**src/rtl/instruction_sequencer.sv**
```systemverilog
// instruction_sequencer
//   Upstream stage of control_circuit. Holds a 2**ADDR_WIDTH-entry program
//   memory loaded over a write port, steps a program counter and issues one
//   INSTRUCTION word per step, waiting for control_circuit's Done pulse
//   between issues. Drives NOP while idle or halted.
//
// Ports
//   clk          system clock, all state updates on posedge
//   reset        asynchronous active-high reset, returns block to IDLE
//   prog_we      program memory write strobe (accepted in IDLE/HALT only)
//   prog_addr    program memory write address
//   prog_data    program memory write data
//   prog_len     number of instructions to run, sampled on accepted start
//   start        single-cycle request to run from address 0
//   Done         from control_circuit, high in the final state of an instruction
//   INSTRUCTION  registered instruction word to control_circuit
//   pc           address of the current or last issued instruction
//   busy         high in ISSUE and WAIT
//   halted       high in HALT
//   write_err    one-cycle pulse after a prog_we arriving while busy
//   illegal_cnt  count of skipped 1xx opcodes, saturating, cleared on start
module instruction_sequencer #(
    parameter int              INSTR_WIDTH = 11,
    parameter int              ADDR_WIDTH  = 4,
    parameter logic [2:0]      NOP_OPCODE  = 3'b111
) (
    input  logic                   clk,
    input  logic                   reset,
    input  logic                   prog_we,
    input  logic [ADDR_WIDTH-1:0]  prog_addr,
    input  logic [INSTR_WIDTH-1:0] prog_data,
    input  logic [ADDR_WIDTH:0]    prog_len,
    input  logic                   start,
    input  logic                   Done,
    output logic [INSTR_WIDTH-1:0] INSTRUCTION,
    output logic [ADDR_WIDTH-1:0]  pc,
    output logic                   busy,
    output logic                   halted,
    output logic                   write_err,
    output logic [3:0]             illegal_cnt
);

    localparam int DEPTH = 2 ** ADDR_WIDTH;
    localparam logic [ADDR_WIDTH:0] DEPTH_L = (ADDR_WIDTH + 1)'(DEPTH);
    localparam logic [INSTR_WIDTH-1:0] NOP_WORD =
        {NOP_OPCODE, {(INSTR_WIDTH - 3){1'b0}}};

    localparam logic [1:0] S_IDLE  = 2'd0;
    localparam logic [1:0] S_ISSUE = 2'd1;
    localparam logic [1:0] S_WAIT  = 2'd2;
    localparam logic [1:0] S_HALT  = 2'd3;

    logic [1:0]             state_q, state_d;
    logic [INSTR_WIDTH-1:0] instr_q, instr_d;
    logic [ADDR_WIDTH-1:0]  pc_q, pc_d;
    logic [ADDR_WIDTH:0]    len_q, len_d;
    logic                   write_err_q, write_err_d;
    logic [3:0]             illegal_q, illegal_d;

    logic [INSTR_WIDTH-1:0] mem_q [DEPTH];

    logic                   busy_w;
    logic                   advance;
    logic [ADDR_WIDTH:0]    pc_inc;

    assign busy_w = (state_q == S_ISSUE) || (state_q == S_WAIT);
    // One extra bit so pc+1 can reach len==DEPTH without wrapping.
    assign pc_inc = {1'b0, pc_q} + 1'b1;

    // Program memory: not reset, writes dropped while a program runs.
    always_ff @(posedge clk) begin
        if (prog_we && !busy_w) begin
            mem_q[prog_addr] <= prog_data;
        end
    end

    always_comb begin
        state_d     = state_q;
        instr_d     = instr_q;
        pc_d        = pc_q;
        len_d       = len_q;
        illegal_d   = illegal_q;
        write_err_d = prog_we && busy_w;
        advance     = 1'b0;

        case (state_q)
            S_IDLE, S_HALT: begin
                if (start) begin
                    len_d     = (prog_len > DEPTH_L) ? DEPTH_L : prog_len;
                    pc_d      = '0;
                    illegal_d = '0;
                    if (prog_len == '0) begin
                        state_d = S_HALT;
                        instr_d = NOP_WORD;
                    end else begin
                        state_d = S_ISSUE;
                        instr_d = mem_q[0];
                    end
                end
            end
            S_ISSUE: begin
                if (!instr_q[INSTR_WIDTH-1]) begin
                    state_d = S_WAIT;
                    instr_d = NOP_WORD;
                end else begin
                    // control_circuit never finishes a 1xx opcode, so skip it.
                    if (illegal_q != 4'hF) begin
                        illegal_d = illegal_q + 4'd1;
                    end
                    advance = 1'b1;
                end
            end
            S_WAIT: begin
                if (Done) begin
                    advance = 1'b1;
                end
            end
            default: begin
                state_d = S_IDLE;
                instr_d = NOP_WORD;
            end
        endcase

        // Shared by the WAIT/Done path and the illegal-skip path; issuing the
        // next word on the same edge gives back-to-back issue with no bubble.
        if (advance) begin
            if (pc_inc == len_q) begin
                state_d = S_HALT;
                instr_d = NOP_WORD;
            end else begin
                state_d = S_ISSUE;
                pc_d    = pc_inc[ADDR_WIDTH-1:0];
                instr_d = mem_q[pc_inc[ADDR_WIDTH-1:0]];
            end
        end
    end

    always_ff @(posedge clk or posedge reset) begin
        if (reset) begin
            state_q     <= S_IDLE;
            instr_q     <= NOP_WORD;
            pc_q        <= '0;
            len_q       <= '0;
            write_err_q <= 1'b0;
            illegal_q   <= '0;
        end else begin
            state_q     <= state_d;
            instr_q     <= instr_d;
            pc_q        <= pc_d;
            len_q       <= len_d;
            write_err_q <= write_err_d;
            illegal_q   <= illegal_d;
        end
    end

    assign INSTRUCTION = instr_q;
    assign pc          = pc_q;
    assign busy        = busy_w;
    assign halted      = (state_q == S_HALT);
    assign write_err   = write_err_q;
    assign illegal_cnt = illegal_q;

endmodule

```
**config.mk**
```make
export PLATFORM = sky130hd
export DESIGN_NAME = instruction_sequencer
export DESIGN_NICKNAME = d
export VERILOG_FILES = /design/src/rtl/instruction_sequencer.sv
export SDC_FILE = /design/constraint.sdc
export NUM_CORES = 1
export LEC_CHECK = 0
export BUFFER_PORTS_ARGS = -buffer_cell sky130_fd_sc_hd__buf_2
export CAP_MARGIN = 25
export CELL_PAD_IN_SITES_DETAIL_PLACEMENT = 2
export CELL_PAD_IN_SITES_GLOBAL_PLACEMENT = 2
export CORE_MARGIN = 4
export CORE_UTILIZATION = 40
export CTS_CLUSTER_DIAMETER = 200
export DETAILED_ROUTE_END_ITERATION = 12
export PLACE_DENSITY_LB_ADDON = 0.1
export SYNTH_ARGS = -nofsm -noshare
export SYNTH_HDL_FRONTEND = slang
export SYNTH_SLANG_ARGS = --single-unit
```
**constraint.sdc**
```tcl
create_clock -name clk -period 3.3 [get_ports clk]
set_input_delay 0.66 -clock clk [delete_from_list [all_inputs] [get_ports clk]]
set_output_delay 0.66 -clock clk [all_outputs]
set_load 0.01 [all_outputs]
```
* Word-level counts from Yosys, hierarchy flattened
Memories as Yosys holds them, arrays and structs flattened. Index checks and enable logic that the tools add are counted.
Word-level totals: bits in registers 27, bits in writable memories 176, bits of input ports 25, output and inout port bits 22, word-level logic and storage cells 60, memories 1
Memory list:
- mem_q | words 16, width 11, read ports 2, clocked after memory_dff 0, wr ports 1, line 60 | logic [INSTR_WIDTH-1:0] mem_q [DEPTH];
Cells by class: $add $sub $neg 2, order comparisons 1, equality and inequality tests 10, mux-type cells 26, reductions and logical operators 13
Operators with widths (number):
- 11-bit two-way mux | 4
- 4-bit two-way mux | 7
- 11-bit case mux with 2 select lines | 1
- 10-bit two-way mux | 1
- 2-bit two-way mux | 5
- 4-bit case mux with 2 select lines | 1
- 3-bit inequality test, second input constant | 2
- 4-bit by 1-bit adder with 5-bit output, second input constant | 1
- 5-bit == test | 1
- 5-bit greater-than comparator, second input constant | 1
- 5-bit logical NOT | 1
- 5-bit two-way mux | 1
- 4-bit by 1-bit adder with 4-bit output, second input constant | 1
- 2-bit == test, second input constant | 2
- 1-bit two-way mux | 4
- 2-bit inequality test, second input constant | 2
- 4-bit inequality test, second input constant | 1
- 2-bit case mux with 2 select lines | 1
- 2-bit AND reduction | 2
- 4-bit AND reduction | 1
- 3-bit AND reduction | 1
- 3-bit nonzero test | 1
- 2-bit by 1-bit == test with 1-bit output, second input constant | 1
- 1-bit logical AND | 2
- 7 further kinds | 7

* Depth between registers and ports, before layout
Gate-level depths: netlist of the first run.
depth after elaboration 6, mapped depth 9, depth with buffers taken out 7

* Worst setup path after synthesis of the first run
No wires, ideal clock.
path type register to register, start register state_q[0], end memory mem_q[0][0] (enable), library setup time 0.393 ns, data arrival time 2.215 ns, required time 2.907 ns, setup slack 0.692 ns, stages on the path, launching flop included 7, buffers on the path 1, period minus slack after synthesis 2.608 ns, path through dfrtp_1 inv_1 ha_1 clkbuf_1 nand2_1 or3_1 nor3_1
On the way: cells in the longest elaborated chain, start to end 6, elaborated cells on any way between the ends 7, those cells by class eq/ne: 2; mux: 2; reduce/logical: 3
RTL lines:
- start, declared | line 53 | logic [1:0] state_q, state_d;
- start signal, assigned | line 147 | state_q <= state_d;
- 2-bit by 1-bit == test with 1-bit output / 2-bit == test (equally long branches) | line 66 | assign busy_w = (state_q == S_ISSUE) || (state_q == S_WAIT);
- 1-bit logical OR (*) | line 66
- 1-bit logical NOT (*) | line 72 | if (prog_we && !busy_w) begin
- 1-bit logical AND (*) | line 72
- 1-bit two-way mux (*) | line 72
- 1-bit two-way mux (not written as such) (*) | line 73 | mem_q[prog_addr] <= prog_data;
- end, declared | line 60
Every way passes the cells marked *; elsewhere a longest branch is shown, timed or not.

* Worst setup path after layout of the first run
start register pc_q[0] (netlist: pc[0]), end register pc_q[2] (netlist: pc[2])
On the way: cells in the longest elaborated chain, start to end 4
RTL lines:
- start, declared | line 55 | logic [ADDR_WIDTH-1:0] pc_q, pc_d;
- start signal, assigned | line 149 | pc_q <= pc_d;
- 4-bit by 1-bit adder with 5-bit output (*) | line 68 | assign pc_inc = {1'b0, pc_q} + 1'b1;
- 5-bit == test | line 127 | if (pc_inc == len_q) begin
- 4-bit two-way mux (*) | line 127
- 4-bit two-way mux (*) | line 126 | if (advance) begin
- net pc_d[2] | line 55
Mark *: on every way through the listed nets, which the timed path passes. The rest lies on a longest branch. A chain may end at the register's enable or synchronous reset.

==> results of run 1 <==
worst paths after layout:
path	slack, ps	cells after the start	endpoint
max	760	7	pc[2]
min in group clk	420	3	len_q[2]
min	130	2	illegal_cnt[2]
min reg2reg	510	2	INSTRUCTION[7]
max in group asynchronous	2570	3	INSTRUCTION[8]
max reg2reg	760	7	pc[2]
critical path: cells and delay by family (launching register included):
family	cells	cell delay [ps]
buffers and inverters	2	930
AO/OA/AOI/OAI	2	410
flip-flops	1	360
XOR/XNOR	1	300
AND/OR/NAND/NOR	1	250
multiplexers	1	230
layer usage:
layer / share of wire [%] / track usage [%]
met5: 0 / 0
met4: 1.9 / 3.944
met3: 3.9 / 2.513
met2: 50 / 30.99
met1: 44 / 25.07
final cells by class:
class / instances / area (um^2)
clock inverters: 6 / 28.78
well taps: 270 / 337.8
clock buffers: 34 / 626.9
multi-input cells: 229 / 2101
inverters: 7 / 26.28
fillers: 1895 / 10640
flip-flops and latches: 203 / 5966
repair buffers: 73 / 445.4
state kept, by name (all words and copies together) (netlist names):
register,flops
INSTRUCTION,11
illegal_cnt,4
len_q,5
mem_q,176
pc,4
state_q,2
write_err,1
cell families (layout without fill, tap and decap cells):
group,after synthesis,count (layout),share of synthesized area (%)
AO/OA/AOI/OAI,54,54,4.135
XOR/XNOR,9,9,1.378
adder cells (fa/ha/maj),5,5,0.7658
buffers and inverters,24,120,1.455
flip-flops,203,203,73.01
multiplexers,52,52,13.43
AND/OR/NAND/NOR,109,109,5.820
through the flow:
stage / util, % / instance area [um^2] / total power, mW / hold slack (ps) / worst slack [ps]
after floorplan: - / 8169 / 4.821 / 451.6 / 691.8
after global placement: 44.01 / 8876 / 5.535 / 489.0 / 764.0
after detailed placement: 44.01 / 8876 / 5.644 / 496.6 / 694.6
after CTS: 47.26 / 9532 / 7.936 / 128.3 / 646.4
after global routing: 47.26 / 9532 / 8.269 / 141.8 / 463.9
final: 47.26 / 9532 / 7.818 / 129.5 / 755.5
power groups by stage:
stage               Combinational, mW  Clock (mW)  Sequential (mW)
CTS                              2.48        2.33             3.12
global route                     2.68        2.44             3.15
global placement                 2.37           0             3.16
finish                           2.43        2.27             3.12
detailed placement               2.47           0             3.18
floorplan                        1.64           0             3.18
Yosys cell counts, types with 2 or more instances:
master,number,area [um^2]
sky130_fd_sc_hd__a22oi_1,8,60.06
sky130_fd_sc_hd__mux4_2,46,1036
sky130_fd_sc_hd__buf_1,2,7.510
sky130_fd_sc_hd__a21o_1,2,15.01
sky130_fd_sc_hd__nand2_1,55,206.5
sky130_fd_sc_hd__o221a_2,2,22.52
sky130_fd_sc_hd__nor3_1,4,20.02
sky130_fd_sc_hd__xnor2_1,4,35.03
sky130_fd_sc_hd__or3_1,3,18.77
sky130_fd_sc_hd__ha_1,5,62.56
sky130_fd_sc_hd__nor2b_1,2,12.51
sky130_fd_sc_hd__o21ai_1,4,20.02
sky130_fd_sc_hd__xor2_1,3,26.28
sky130_fd_sc_hd__inv_1,7,26.28
sky130_fd_sc_hd__clkbuf_1,3,11.26
sky130_fd_sc_hd__buf_2,8,40.04
sky130_fd_sc_hd__mux2i_1,5,50.05
sky130_fd_sc_hd__edfxtp_1,176,5285
sky130_fd_sc_hd__nand3_1,14,70.07
sky130_fd_sc_hd__o21ai_0,26,130.1
sky130_fd_sc_hd__nor2_1,20,75.07
sky130_fd_sc_hd__dfstp_2,3,78.83
sky130_fd_sc_hd__buf_4,3,22.52
sky130_fd_sc_hd__dfrtp_1,24,600.6
sky130_fd_sc_hd__nand2b_1,7,43.79
sky130_fd_sc_hd__a21oi_1,3,15.01
==> results.md, run 1 <==
- result of the run: finished, final reports clean
- maximum number of pins on one net before global-route repair: 50
- Tightest Hold Check Type: in -> async
- Overflow after GRT: 0
- vias in the first global route: 5087
- most repeated library cell on the critical path: sky130_fd_sc_hd__buf_4
- Switching Power: 2.465 mW
- CTS tree: yes
- sequential-to-total area share from yosys stat: 73.01%
- number of diodes: 0
- Std-Cell Core Area: 20170 um^2
- CP Launch Point: pc[0]
- total count of hold-check failures in the final report: 0
- PortBufs: 46
- crit path time final: 2544 ps
- via total after detailed routing: 4493
- number of enable-type register cells in the synthesized netlist: 176
- worst-case clock skew: 17.95 ps
- final cell count without fillers: 822
- asr flop ratio synth: 13.30%
- Net Sw Frac: 31.53%
- count of boundary I/O pins: 47
- max-slew violation total from the final report: 0
- Routed Wire Length: 19890 um
- Final GP Congestion: 0.7588
- Worst R2R Start: pc[0]
- TritonCTS Buffers: 23
- horizontal die dimension: 150.9 um
- Crit Path Class: reg -> reg
- die outline area: 22770 um^2
- final worst-path cycle share: 77.11%
- critical path endpoint category: flop
- std cell rows: 52
- most frequent cells in the layout: sky130_fd_sc_hd__edfxtp_1, sky130_fd_sc_hd__nand2_1, sky130_fd_sc_hd__mux4_2, sky130_fd_sc_hd__buf_2
- leading register cell type out of synthesis: sky130_fd_sc_hd__edfxtp_1
- WP data required: 3740 ps
- worst ir drop on vdd: 0.3520 mV
- clock slew seen by the registers of the worst setup and hold paths: 60 ps
- initial core utilization: 40.50%
- largest incremental delay on the critical path: 700 ps
- post-DP HPWL: 13580 um
- quantity of gates resized following cts: 0
- Max Cap Viol: 0
- Post-CTS Hold Fix Bufs: 0
- clock root buffer master: sky130_fd_sc_hd__clkbuf_16
- crit start category: flop
- Setup TNS Final: 0 ps
- clk_lat worst skew: 500 ps
- power density over the cells: 820.3 nW/um^2
- antenna violation net count after detailed routing: 0
- number of antenna violations at the first check in global routing: 0
- maximum root-to-sink buffer count: 3
- most frequent standard cell in the layout excluding fill and tap cells: sky130_fd_sc_hd__edfxtp_1
- count of state elements after synthesis: 203
- Detailed Route Iter0 Violations: 349
- area growth from synthesis to final layout: 16.68%
- combined area of all synthesized cells: 8169 um^2
- synthesized instance count: 456
- number of levels in the clock H-tree: 1
- Cell Chain, Critical Path: buf_4, nand3_1, xor3_1, a41o_1, buf_4, mux2i_1, a22o_1
- share of layout cells above drive strength 1: 28.44%
- Post-Synthesis Net Count: 486
- vertical die dimension: 150.9 um
- clock tree sinks: 203
- routed wire length per instance: 24.19 um
- mean instance size in the synthesized netlist: 17.91 um^2
- Clk pwr share: 29.0%
- Power Internal: 5.353 mW
- net total in the final layout: 567
- Pre-Repair DR Iteration Count: 4
- remaining routing DRC violations: 0
- Warnings, synthesis: 0
- part of the total power dissipated in combinational logic: 31.1%
- achievable clock frequency: 393.0 MHz
- worst path arrival time: 2980 ps
- first-pass GRT wire length: 31220 um
- # placed instances: 782
- Final Setup Violations: 0
- buffers inserted during post-CTS setup optimization: 0
- CP max FO: 49
- critical path's slowest cell: sky130_fd_sc_hd__buf_4
- static power due to leakage: 3.313 nW
- normalized max-slew margin: 39.70%
- GRT Total Usage: 18.17%
- distinct cell type count after synthesis: 43
- setup repair after global routing missed its margin: false
- transition time at the pin with the least slew margin: 904.5 ps
- part of the power in registers: 39.9%
- via count normalized by instance count: 5.466
No activity file was read; power rests on OpenSTA's default activity.
==> run 2, diff against run 1 <==
==> constraint.sdc (replaced) <==
create_clock -name clk -period 2.3 [get_ports clk]
set_input_delay 0.46 -clock clk [delete_from_list [all_inputs] [get_ports clk]]
set_output_delay 0.46 -clock clk [all_outputs]
set_load 0.01 [all_outputs]
==> results.md, run 2 (synthesized netlist as in run 1, its figures left out) <==
- horizontal die dimension: 150.9 um, unchanged
- share of layout cells above drive strength 1: 30.88%, +2.4 points
- grt met2 use: 35.54%, +4.6 points
- maximum root-to-sink buffer count: 3, unchanged
- kind of cell with the highest combined delay on the critical path: multiplexers
- count of boundary I/O pins: 47, unchanged
- crit path buf inv count: 1, -1
- crit start category: flop
- final worst-path cycle share: 94.24%, +17 points
- clock root buffer master: sky130_fd_sc_hd__clkbuf_16
- final cell count without fillers: 827, +0.61%
- most frequent cells in the layout: sky130_fd_sc_hd__edfxtp_1, sky130_fd_sc_hd__nand2_1, sky130_fd_sc_hd__mux4_2, sky130_fd_sc_hd__buf_2, sky130_fd_sc_hd__o21ai_0
- Routed Wire Length: 22100 um, +11%
- worst path arrival time: 2590 ps, -390 ps
- Max Cap Viol: 0, unchanged
- die outline area: 22770 um^2, unchanged
- PortBufs: 46, unchanged
- Cell Chain, Critical Path: buf_12, mux4_2, mux4_2, o221a_2
- minimum setup slack after placement: -62.89 ps, -757.5 ps
- number of levels in the clock H-tree: 1, unchanged
- transition time at the pin with the least slew margin: 566.4 ps, -338.1 ps
- routed wire length per instance: 26.72 um, +10%
- combined flip-flop and latch cell area: 5966 um^2, unchanged
- std cell rows: 52, unchanged
- via count normalized by instance count: 5.462, about the same
- number of diodes: 0, unchanged
- CP max FO: 49, unchanged
- Std-Cell Core Area: 20170 um^2, unchanged
- Post-CTS Hold Fix Bufs: 0, unchanged
- normalized max-slew margin: 62.20%, +22 points
- Pre-Repair DR Iteration Count: 4, unchanged
- vertical die dimension: 150.9 um, unchanged
- antenna violation net count after detailed routing: 0, unchanged
- maximum number of pins on one net before global-route repair: 50, unchanged
- area of placed instances: 9039 um^2, +1.8%
- TritonCTS Buffers: 23, unchanged
- initial core utilization: 40.50%, unchanged
- post-layout utilization of the core: 48.57%, +1.3 points
- worst-case clock skew: 27.02 ps, +9.074 ps
- most frequent standard cell in the layout excluding fill and tap cells: sky130_fd_sc_hd__edfxtp_1
- multi-input gate area in the final layout: 2136 um^2, +1.7%
- met1 usage: 26.42%, +1.4 points
- Most Crowded Layer GR: met2
- Final GP Congestion: 0.7711, +1.6%
- Layout Cell Area excl Fill: 9796 um^2, +2.8%
- most repeated library cell on the critical path: sky130_fd_sc_hd__mux4_2
- Tightest Hold Check Type: in -> async
- CTS tree: yes
- max-slew violation total from the final report: 0, unchanged
- static power due to leakage: 3.409 nW, +2.9%
- setup repair after global routing missed its margin: false
- total count of hold-check failures in the final report: 0, unchanged
- cell depth of the worst flop-to-flop path: 4, -3
- via total after detailed routing: 4517, +0.53%
- filler cell count in the final layout: 1878, -0.90%
- largest incremental delay on the critical path: 570 ps, -130 ps
- vias in the first global route: 5134, +0.92%
- # placed instances: 785, +0.38%
- Crit Path Class: reg -> reg
- number of antenna violations at the first check in global routing: 0, unchanged
- worst ir drop on vdd: 0.6548 mV, +86%
- met3 capacity usage during global routing: 3.142%, +0.63 points
- capturing point of the worst reg2reg path: INSTRUCTION[8]
- post-DP HPWL: 14070 um, +3.6%
- critical path endpoint category: flop
- remaining routing DRC violations: 0, unchanged
- clk_lat worst skew: 520 ps, +20 ps
- crit path setup slack, layout: 132.5 ps, -623.0 ps
- Setup TNS Final: 0 ps, unchanged
- Overflow after GRT: 0, unchanged
- WP data required: 2720 ps, -1020 ps
- achievable clock frequency: 461.4 MHz, +17%
- WP depth: 4, -3
- critical path's slowest cell: sky130_fd_sc_hd__mux4_2
- register containing the most flip-flops in the final layout: mem_q
- clock tree sinks: 203, unchanged
- power density over the cells: 1216 nW/um^2, +48%
- clock slew seen by the registers of the worst setup and hold paths: 60 ps, about the same
- Detailed Route Iter0 Violations: 293, -16%
- Final Setup Violations: 0, unchanged
- net total in the final layout: 570, +0.53%
- number of flip-flops in the largest register: 176, unchanged
- GRT Total Usage: 20.14%, +2.0 points
- worst reg-to-reg setup slack: 130 ps, -620 ps
- Worst R2R Start: pc[0]
- result of the run: finished, final reports clean
- crit path time final: 2168 ps, -377.0 ps
- area growth from synthesis to final layout: 19.91%
- first-pass GRT wire length: 33580 um, +7.5%
-- run 2: changes by cell type in the layout (fill, tap and decap cells not counted), sizes merged --
cell	delta
clkbuf	-5
bufinv	+3
clkinv	+3
inv	+1
buf	+3
-- run 2: worst max-delay path by stage --
stage,start,end,slack [ps]
after detailed placement,state_q[0],INSTRUCTION[2],-60
after global placement,pc[0],INSTRUCTION[8],100
final,pc[0],INSTRUCTION[8],130
after global routing,state_q[1],INSTRUCTION[2],10
after CTS,pc[0],INSTRUCTION[8],20
after floorplan,state_q[0],mem_q[1][0],-20
-- run 2: report_power, final --
group          switching, mW  internal (mW)
logic                   2.12           1.67
registers              0.172           4.31
clock network           1.46           2.18
-- run 2: timing repair --
action / 4_1_cts / 5_1_grt
buffers inserted: 0 / 0
gates resized for setup: 3 / 1
setup endpoints to repair: 6 / 5
-- run 2: layer usage --
| layer | wire (um) | part of all wire [%] | vias up |
|---|---|---|---|
| met4 | 386 | 1.7 | 0 |
| met1 | 9227 | 42 | 2410 |
| met3 | 900 | 4.1 | 31 |
| li1 | - | - | 1982 |
| met5 | 0 | 0 | - |
| met2 | 11580 | 52 | 94 |
-- run 2: worst min-delay path, stage by stage --
cell	delay, ps
sky130_fd_sc_hd__buf_2	90
sky130_fd_sc_hd__inv_1	40
sky130_fd_sc_hd__buf_4	340
-- run 2: final cells by class --
class,instances,area share [%]
inverter,7,0.2682
sequential,203,60.90
multi-input combinational,229,21.80
tap,270,3.449
timing repair buffer,76,6.054
clock buffer,29,6.106
clock inverter,13,1.418
-- run 2: metrics by stage --
step                      power [mW]  hold slack [ps]
after CTS                      12.10            33.78
after floorplan                6.929            451.6
final                          11.91            32.70
after global placement         8.155            483.0
after detailed placement       8.329            502.7
after global routing           12.57            48.63
